File: config.mk
export PLATFORM = sky130hd
export DESIGN_NAME = cv32e40x_rvfi_mem_trace
export DESIGN_NICKNAME = d
export VERILOG_FILES = /design/src/rtl/cv32e40x_rvfi_pkg.sv /design/src/rtl/cv32e40x_rvfi_mem_fifo.sv /design/src/rtl/cv32e40x_rvfi_mem_trace.sv
export SDC_FILE = /design/constraint.sdc
export NUM_CORES = 2
export LEC_CHECK = 0
export CORE_MARGIN = 1.5
export CORE_UTILIZATION = 55
export DETAILED_ROUTE_END_ITERATION = 6
export HOLD_SLACK_MARGIN = 0.08
export PLACE_DENSITY = 0.86
export SLEW_MARGIN = 25
export SYNTH_ARGS = -nofsm -noshare
export SYNTH_HDL_FRONTEND = slang
export SYNTH_SLANG_ARGS = --single-unit
File: constraint.sdc
create_clock -name clk -period 3.08 [get_ports clk]
set_input_delay 0.616 -clock clk [delete_from_list [all_inputs] [get_ports clk]]
set_output_delay 0.616 -clock clk [all_outputs]
set_load 0.005 [all_outputs]
File: src/rtl/cv32e40x_rvfi_pkg.sv
// rtl/cv32e40x_rvfi_pkg.sv - shared types and limits for the RVFI memory-trace collector
// Contents:
//   RVFI_NMEM_MAX     upper bound on memory slots per retired instruction
//   rvfi_mem_entry_t  one tracked OBI transaction (request side only; response errors
//                     are never stored here, they are captured with the response)
package cv32e40x_rvfi_pkg;

  localparam int RVFI_NMEM_MAX = 16;

  typedef struct packed {
    logic [31:0] addr;
    logic        we;
    logic [3:0]  be;
    logic [31:0] wdata;
    logic        discard;  // response still gets popped, but is not traced
  } rvfi_mem_entry_t;

endpackage

File: src/rtl/cv32e40x_rvfi_mem_fifo.sv
// rtl/cv32e40x_rvfi_mem_fifo.sv - DEPTH-entry tracker of outstanding OBI transactions
// Ports:
//   clk, rst_n     core clock, asynchronous active-low reset
//   push_i         write push_entry_i at the tail (caller guarantees room or a same-cycle pop)
//   push_entry_i   entry to store
//   pop_i          drop the head entry (caller guarantees not empty)
//   flush_i        mark every stored entry discard=1; an entry pushed this cycle is kept as given
//   head_o         oldest entry (value before this cycle's flush marking)
//   full_o         occupancy == DEPTH
//   empty_o        occupancy == 0
module cv32e40x_rvfi_mem_fifo
  import cv32e40x_rvfi_pkg::*;
#(
  parameter int DEPTH = 2
) (
  input  logic            clk,
  input  logic            rst_n,
  input  logic            push_i,
  input  rvfi_mem_entry_t push_entry_i,
  input  logic            pop_i,
  input  logic            flush_i,
  output rvfi_mem_entry_t head_o,
  output logic            full_o,
  output logic            empty_o
);

  localparam int PW = (DEPTH > 1) ? $clog2(DEPTH) : 1;
  localparam int CW = $clog2(DEPTH + 1);

  rvfi_mem_entry_t mem [DEPTH];
  logic [PW-1:0]   wptr;
  logic [PW-1:0]   rptr;
  logic [CW-1:0]   occ;

  // Explicit wrap so non-power-of-2 or DEPTH=1 builds stay correct.
  function automatic logic [PW-1:0] ptr_inc(input logic [PW-1:0] p);
    return (p == PW'(DEPTH - 1)) ? '0 : p + PW'(1);
  endfunction

  assign head_o  = mem[rptr];
  assign full_o  = (occ == CW'(DEPTH));
  assign empty_o = (occ == '0);

  always_ff @(posedge clk or negedge rst_n) begin
    if (!rst_n) begin
      wptr <= '0;
      rptr <= '0;
      occ  <= '0;
      for (int i = 0; i < DEPTH; i++) begin
        mem[i] <= '0;
      end
    end else begin
      if (flush_i) begin
        for (int i = 0; i < DEPTH; i++) begin
          mem[i].discard <= 1'b1;
        end
      end
      // Placed after the flush marking so a same-cycle push keeps discard=0.
      if (push_i) begin
        mem[wptr] <= push_entry_i;
        wptr      <= ptr_inc(wptr);
      end
      if (pop_i) begin
        rptr <= ptr_inc(rptr);
      end
      case ({push_i, pop_i})
        2'b10:   occ <= occ + CW'(1);
        2'b01:   occ <= occ - CW'(1);
        default: occ <= occ;
      endcase
    end
  end

endmodule

File: src/rtl/cv32e40x_rvfi_mem_trace.sv
// rtl/cv32e40x_rvfi_mem_trace.sv - multi-slot RVFI memory-trace collector snooping the OBI data port
// Optional feature macro: CV32E40X_RVFI_MEM_ERR_EN (per-slot bus-error capture; erroring loads report rdata 0)
// Ports:
//   clk, rst_n                 core clock, asynchronous active-low reset
//   data_req_i .. data_wdata_i OBI request channel (accept = req & gnt)
//   data_rvalid_i/rdata/err    OBI response channel
//   wb_retire_i, wb_flush_i    retirement and pipeline flush from WB
//   rvfi_mem_valid_o           1-cycle pulse the cycle after a retirement
//   rvfi_mem_cnt_o             number of slots used
//   rvfi_mem_addr/rmask/wmask/rdata/wdata/err_o  NMEM packed slots, slot 0 = first response
//   rvfi_mem_ovf_o             more than NMEM responses were bound to the instruction
//   proto_err_o                sticky OBI protocol violation
module cv32e40x_rvfi_mem_trace
  import cv32e40x_rvfi_pkg::*;
#(
  parameter int NMEM  = 4,
  parameter int DEPTH = 2
) (
  input  logic                      clk,
  input  logic                      rst_n,
  input  logic                      data_req_i,
  input  logic                      data_gnt_i,
  input  logic [31:0]               data_addr_i,
  input  logic                      data_we_i,
  input  logic [3:0]                data_be_i,
  input  logic [31:0]               data_wdata_i,
  input  logic                      data_rvalid_i,
  input  logic [31:0]               data_rdata_i,
  input  logic                      data_err_i,
  input  logic                      wb_retire_i,
  input  logic                      wb_flush_i,
  output logic                      rvfi_mem_valid_o,
  output logic [$clog2(NMEM+1)-1:0] rvfi_mem_cnt_o,
  output logic [NMEM*32-1:0]        rvfi_mem_addr_o,
  output logic [NMEM*4-1:0]         rvfi_mem_rmask_o,
  output logic [NMEM*4-1:0]         rvfi_mem_wmask_o,
  output logic [NMEM*32-1:0]        rvfi_mem_rdata_o,
  output logic [NMEM*32-1:0]        rvfi_mem_wdata_o,
  output logic [NMEM-1:0]           rvfi_mem_err_o,
  output logic                      rvfi_mem_ovf_o,
  output logic                      proto_err_o
);

  localparam int CW = $clog2(NMEM + 1);
  localparam logic [CW-1:0] NMEM_C = CW'(NMEM);

  rvfi_mem_entry_t push_entry;
  rvfi_mem_entry_t head;
  logic            full;
  logic            empty;
  logic            accept;
  logic            push;
  logic            pop;
  logic            append;

  assign accept = data_req_i & data_gnt_i;
  assign pop    = data_rvalid_i & ~empty;
  // A full tracker still accepts when the head leaves in the same cycle.
  assign push   = accept & (~full | pop);
  assign append = pop & ~head.discard;

  assign push_entry = '{addr: data_addr_i, we: data_we_i, be: data_be_i,
                        wdata: data_wdata_i, discard: 1'b0};

  cv32e40x_rvfi_mem_fifo #(.DEPTH(DEPTH)) u_fifo (
    .clk          (clk),
    .rst_n        (rst_n),
    .push_i       (push),
    .push_entry_i (push_entry),
    .pop_i        (pop),
    .flush_i      (wb_flush_i),
    .head_o       (head),
    .full_o       (full),
    .empty_o      (empty)
  );

  // Accumulator for the instruction currently in flight, plus its next value
  // with this cycle's response folded in (also what a retirement reports).
  logic [CW-1:0]      acc_cnt,   nxt_cnt;
  logic               acc_ovf,   nxt_ovf;
  logic [NMEM*32-1:0] acc_addr,  nxt_addr;
  logic [NMEM*4-1:0]  acc_rmask, nxt_rmask;
  logic [NMEM*4-1:0]  acc_wmask, nxt_wmask;
  logic [NMEM*32-1:0] acc_rdata, nxt_rdata;
  logic [NMEM*32-1:0] acc_wdata, nxt_wdata;
  logic [NMEM-1:0]    acc_err,   nxt_err;
  logic [31:0]        rsp_rdata;
  logic               rsp_err;

`ifdef CV32E40X_RVFI_MEM_ERR_EN
  assign rsp_err   = data_err_i;
  assign rsp_rdata = data_err_i ? 32'h0 : data_rdata_i;
`else
  logic unused_data_err;
  assign unused_data_err = data_err_i;
  assign rsp_err   = 1'b0;
  assign rsp_rdata = data_rdata_i;
`endif

  always_comb begin
    nxt_cnt   = acc_cnt;
    nxt_ovf   = acc_ovf;
    nxt_addr  = acc_addr;
    nxt_rmask = acc_rmask;
    nxt_wmask = acc_wmask;
    nxt_rdata = acc_rdata;
    nxt_wdata = acc_wdata;
    nxt_err   = acc_err;
    if (append) begin
      if (acc_cnt == NMEM_C) begin
        nxt_ovf = 1'b1;
      end else begin
        nxt_addr [int'(acc_cnt)*32 +: 32] = head.addr;
        nxt_rmask[int'(acc_cnt)*4  +: 4]  = head.we ? 4'h0 : head.be;
        nxt_wmask[int'(acc_cnt)*4  +: 4]  = head.we ? head.be : 4'h0;
        nxt_rdata[int'(acc_cnt)*32 +: 32] = head.we ? 32'h0 : rsp_rdata;
        nxt_wdata[int'(acc_cnt)*32 +: 32] = head.we ? head.wdata : 32'h0;
        nxt_err  [int'(acc_cnt)]          = rsp_err;
        nxt_cnt  = acc_cnt + CW'(1);
      end
    end
  end

  always_ff @(posedge clk or negedge rst_n) begin
    if (!rst_n) begin
      acc_cnt   <= '0;
      acc_ovf   <= 1'b0;
      acc_addr  <= '0;
      acc_rmask <= '0;
      acc_wmask <= '0;
      acc_rdata <= '0;
      acc_wdata <= '0;
      acc_err   <= '0;
    end else if (wb_retire_i || wb_flush_i) begin
      // Clearing to zero keeps unused slots at 0 in the next report.
      acc_cnt   <= '0;
      acc_ovf   <= 1'b0;
      acc_addr  <= '0;
      acc_rmask <= '0;
      acc_wmask <= '0;
      acc_rdata <= '0;
      acc_wdata <= '0;
      acc_err   <= '0;
    end else begin
      acc_cnt   <= nxt_cnt;
      acc_ovf   <= nxt_ovf;
      acc_addr  <= nxt_addr;
      acc_rmask <= nxt_rmask;
      acc_wmask <= nxt_wmask;
      acc_rdata <= nxt_rdata;
      acc_wdata <= nxt_wdata;
      acc_err   <= nxt_err;
    end
  end

  logic [NMEM-1:0] out_err;

  always_ff @(posedge clk or negedge rst_n) begin
    if (!rst_n) begin
      rvfi_mem_valid_o <= 1'b0;
      rvfi_mem_cnt_o   <= '0;
      rvfi_mem_ovf_o   <= 1'b0;
      rvfi_mem_addr_o  <= '0;
      rvfi_mem_rmask_o <= '0;
      rvfi_mem_wmask_o <= '0;
      rvfi_mem_rdata_o <= '0;
      rvfi_mem_wdata_o <= '0;
      out_err          <= '0;
      proto_err_o      <= 1'b0;
    end else begin
      rvfi_mem_valid_o <= wb_retire_i;
      if (wb_retire_i) begin
        rvfi_mem_cnt_o   <= nxt_cnt;
        rvfi_mem_ovf_o   <= nxt_ovf;
        rvfi_mem_addr_o  <= nxt_addr;
        rvfi_mem_rmask_o <= nxt_rmask;
        rvfi_mem_wmask_o <= nxt_wmask;
        rvfi_mem_rdata_o <= nxt_rdata;
        rvfi_mem_wdata_o <= nxt_wdata;
        out_err          <= nxt_err;
      end
      if ((data_rvalid_i && empty) || (accept && full && !pop)) begin
        proto_err_o <= 1'b1;
      end
    end
  end

`ifdef CV32E40X_RVFI_MEM_ERR_EN
  assign rvfi_mem_err_o = out_err;
`else
  logic [NMEM-1:0] unused_out_err;
  assign unused_out_err = out_err;
  assign rvfi_mem_err_o = '0;
`endif

endmodule

==> summary.txt <==
Placement
  – Gpl congestion: 0.8550
  – Port Buffer Count: 529
  – Dpl hpwl: approximately 75000 µm

GRT
  – Gr ovfl total: 0
  – Gr usage total: 34.11%
  – Initial antenna violation count: 17
  – Vias in the first global route: 31936
  – Largest net degree at the start of global routing: 187
  – Global-route wire length before repair: 187600 µm

Synth
  – Register bit count reported by yosys: 986
  – Synth area leader: dfrtp_1
  – Synth unique cells: 43
  – Avg Inst Size Synth: 11.07 µm²
  – Area share of the largest cell type after synthesis: around 64%
  – Mapped Cells: 3509
  – Sequential-to-total area share from yosys stat: 63.50%
  – Area contributors post-synth: dfrtp_1 64%, nor2_1 7.3%, a21oi_1 5.4%
  – Synthesized area: 38860 µm²
  – Ys Warns: 0

Route
  – Drt total wl: around 120000 µm
  – DRT Pass-1 Iters: 6
  – Via Count: 31814
  – Detailed Route Iter0 Violations: between 3000 and 4000
  – DRC viols: 0
  – Antenna-violating nets left: 0
  – Average via count per standard cell: 6.441
  – Routed WL per cell: 25.29 µm

Critical path
  – Worst path slowest cell: ha_1
  – CP Launch Type: register
  – Crit. End Element: register
  – Data arrival, critical path: ~3500 ps
  – Crit-path cells: inv_1, ha_1, ha_1, nand3b_1, clkbuf_16, nor3_4, buf_12, clkbuf_16, a41oi_1, a21oi_1
  – WS Path Type: reg2reg
  – Worst path required time: 3640 ps
  – Slowest Stage Delay on Critical Path: 380 ps
  – CP max FO: 37

STA
  – Period utilisation layout: between 90% and 100%
  – RSZ-0062 raised after global routing: no
  – Worst Tran Pin Value: 1094 ps
  – Final setup TNS: 0 ps
  – Fin. max-slew vios: 0
  – Min Hold Slack: 242.6 ps
  – Minimum clock period: 2895 ps
  – Clock Skew: roughly 42 ps
  – Worst slew margin: between 20% and 30%
  – Final Hold Fails: 0
  – Fmax achieved: approximately 0.35 GHz
  – Final setup fails: 0

Cells and area
  – Ratio of cells with drive above 1 in the final layout: 11.24%
  – Area Growth Syn to Fin: 25.69%
  – Nets: a little over 4000
  – Core Util, Final: 69.74%
  – Filler cells: 4670

Clock tree
  – Clock tree buffer depth: 3
  – H-Tree Depth: 3
  – CTS clk-pin slew, worst paths: approximately 60 ps
  – CTS tree: yes
  – CTS buffer count: 98
  – CTS sink cnt: a little under 1000
  – Root Driver: clkbuf_16
  – Worst-Skew Late Latency: 670 ps

Min path
  – Hold Crit Class: in2reg

Run
  – Max-Cap Viols: 0

Outcome
  – Outcome: finished clean

Die
  – FP Rows: slightly below 100
  – Die Height: 268.8 µm
  – Die Wd: between 200 and 300 µm
  – Core area: 70030 µm²
  – Starting Density: 55.49%
  – Die footprint: about 72000 µm²
  – Io pins: 535

Power and ir drop
  – IR drop worst, VDD: a little over 0.7 mV
  – Leakage: 20.77 nW
  – PwrDens: 746.7 nW/µm²
  – Total chip power: 0.03647 W
[state kept, by name, summed over array words and instances, names as in the netlist, 2 cells and up]
register / flops
rvfi_mem_addr_o: 128
rvfi_mem_wmask_o: 16
u_fifo.occ: 2
rvfi_mem_wdata_o: 128
acc_rdata: 128
acc_wdata: 128
acc_addr: 128
rvfi_mem_cnt_o: 3
acc_rmask: 16
rvfi_mem_rmask_o: 16
acc_wmask: 16
acc_cnt: 3
rvfi_mem_rdata_o: 128
u_fifo.mem: 140
[power breakdown]
| part | internal [W] | switching [W] | total [W] |
|---|---|---|---|
| Combinational | 0.00323 | 0.00547 | 0.00870 |
| Sequential | 0.0145 | 0.000988 | 0.0155 |
| Clock | 0.00708 | 0.00520 | 0.0123 |
[timing repair]
action                                 in CTS  in global routing
setup endpoints to repair                   0                 20
gates resized for setup                     0                  6
hold buffers                                1                  0
setup buffers                               0                  3
endpoints found under the hold margin      48                  0
[critical path, delay by kind of cell (launching register included)]
| kind | cells | cell delay (ps) |
|---|---|---|
| buffers and inverters | 4 | 760 |
| adders and majority gates | 2 | 620 |
| and+or+nand+nor | 2 | 530 |
| AOI/OAI and AO/OA | 2 | 420 |
| DFF | 1 | 360 |
[final timing paths]
check	from	end	slack (ps)	depth (start not counted)
min reg2reg	u_fifo.mem[0]	u_fifo.mem[0]	490	1
min in group asynchronous	rst_n	rvfi_mem_addr_o[99]	510	2
max	acc_cnt[0]	rvfi_mem_rdata_o[83]	190	10
max in group asynchronous	rst_n	u_fifo.mem[20]	1510	3
max reg2reg	acc_cnt[0]	rvfi_mem_rdata_o[83]	190	10
min	wb_retire_i	rvfi_mem_valid_o	240	1
[synth_stat cells (all sizes together)]
master  count
clkbuf    231
nor4        3
o21bai      1
o21a        1
nand4      32
nand2      35
nor2      752
dfrtp     986
or4bb       1
or3         3
o31ai      32
buf       101
ha          8
inv         7
conb        1
o21ai      73
xnor2       6
nand3b      3
nand3      41
o31a      104
a32oi      64
xor2        1
a21oi     422
mux2      173
mux2i      38
a31oi     144
nor3       66
a41oi      32
or2         1
nor3b       1
and4b       1
a22oi     144
nand4b      1
[layout by cell type (no fill, tap or decap), types with 64 or more instances in the layout]
cell type	instances
dfrtp_1	984
mux2_2	172
clkbuf_16	101
a21oi_1	422
a22oi_1	144
clkdlybuf4s50_1	527
nor2_1	751
nor3_1	64
a32oi_1	64
a31oi_1	144
o31a_1	104
[stage by stage]
stage          setup WS (ps)  instances  area, µm²
4_1_cts                147.7       4920      48730
2_1_floorplan          520.2       3512      38870
3_5_place_dp           198.1       4739      45390
5_1_grt                55.29       4937      48830
6_report               185.3       4939      48840
3_3_place_gp           228.3       4739      45380
[cell type report]
cell class	count	area [µm²]	share of cell area (%)
Antenna cell	14	35.03	0.07173
Inverter	7	28.78	0.05892
Timing Repair Buffer	625	6700	13.72
Sequential cell	986	24680	50.53
Tap cell	940	1176	2.408
Clock inverter	39	476.7	0.9761
Clock buffer	141	2855	5.846
Multi-Input combinational cell	2187	12890	26.39
[kinds of logic (layout without fill, tap and decap cells)]
logic type / after synthesis / in the layout / share of synthesized area (%)
AOI/OAI and AO/OA: 1017 / 1017 / 16.65
DFF: 986 / 986 / 63.50
and+or+nand+nor: 940 / 940 / 9.844
buffers and inverters: 339 / 812 / 3.578
muxes: 211 / 211 / 6.002
adders and majority gates: 8 / 8 / 0.2576
xor gates and xnor gates: 7 / 7 / 0.1578
other: 1 / 18 / 0.009651
[per-layer routing]
metal	global-route usage (%)	share of wire (%)	up-vias
li1	-	-	13282
met1	43.48	37	16077
met2	51.71	47	1970
met3	8.959	10	477
met4	22.64	6.7	8
met5	0	0.049	-
Power figures use the tool's default switching activity.
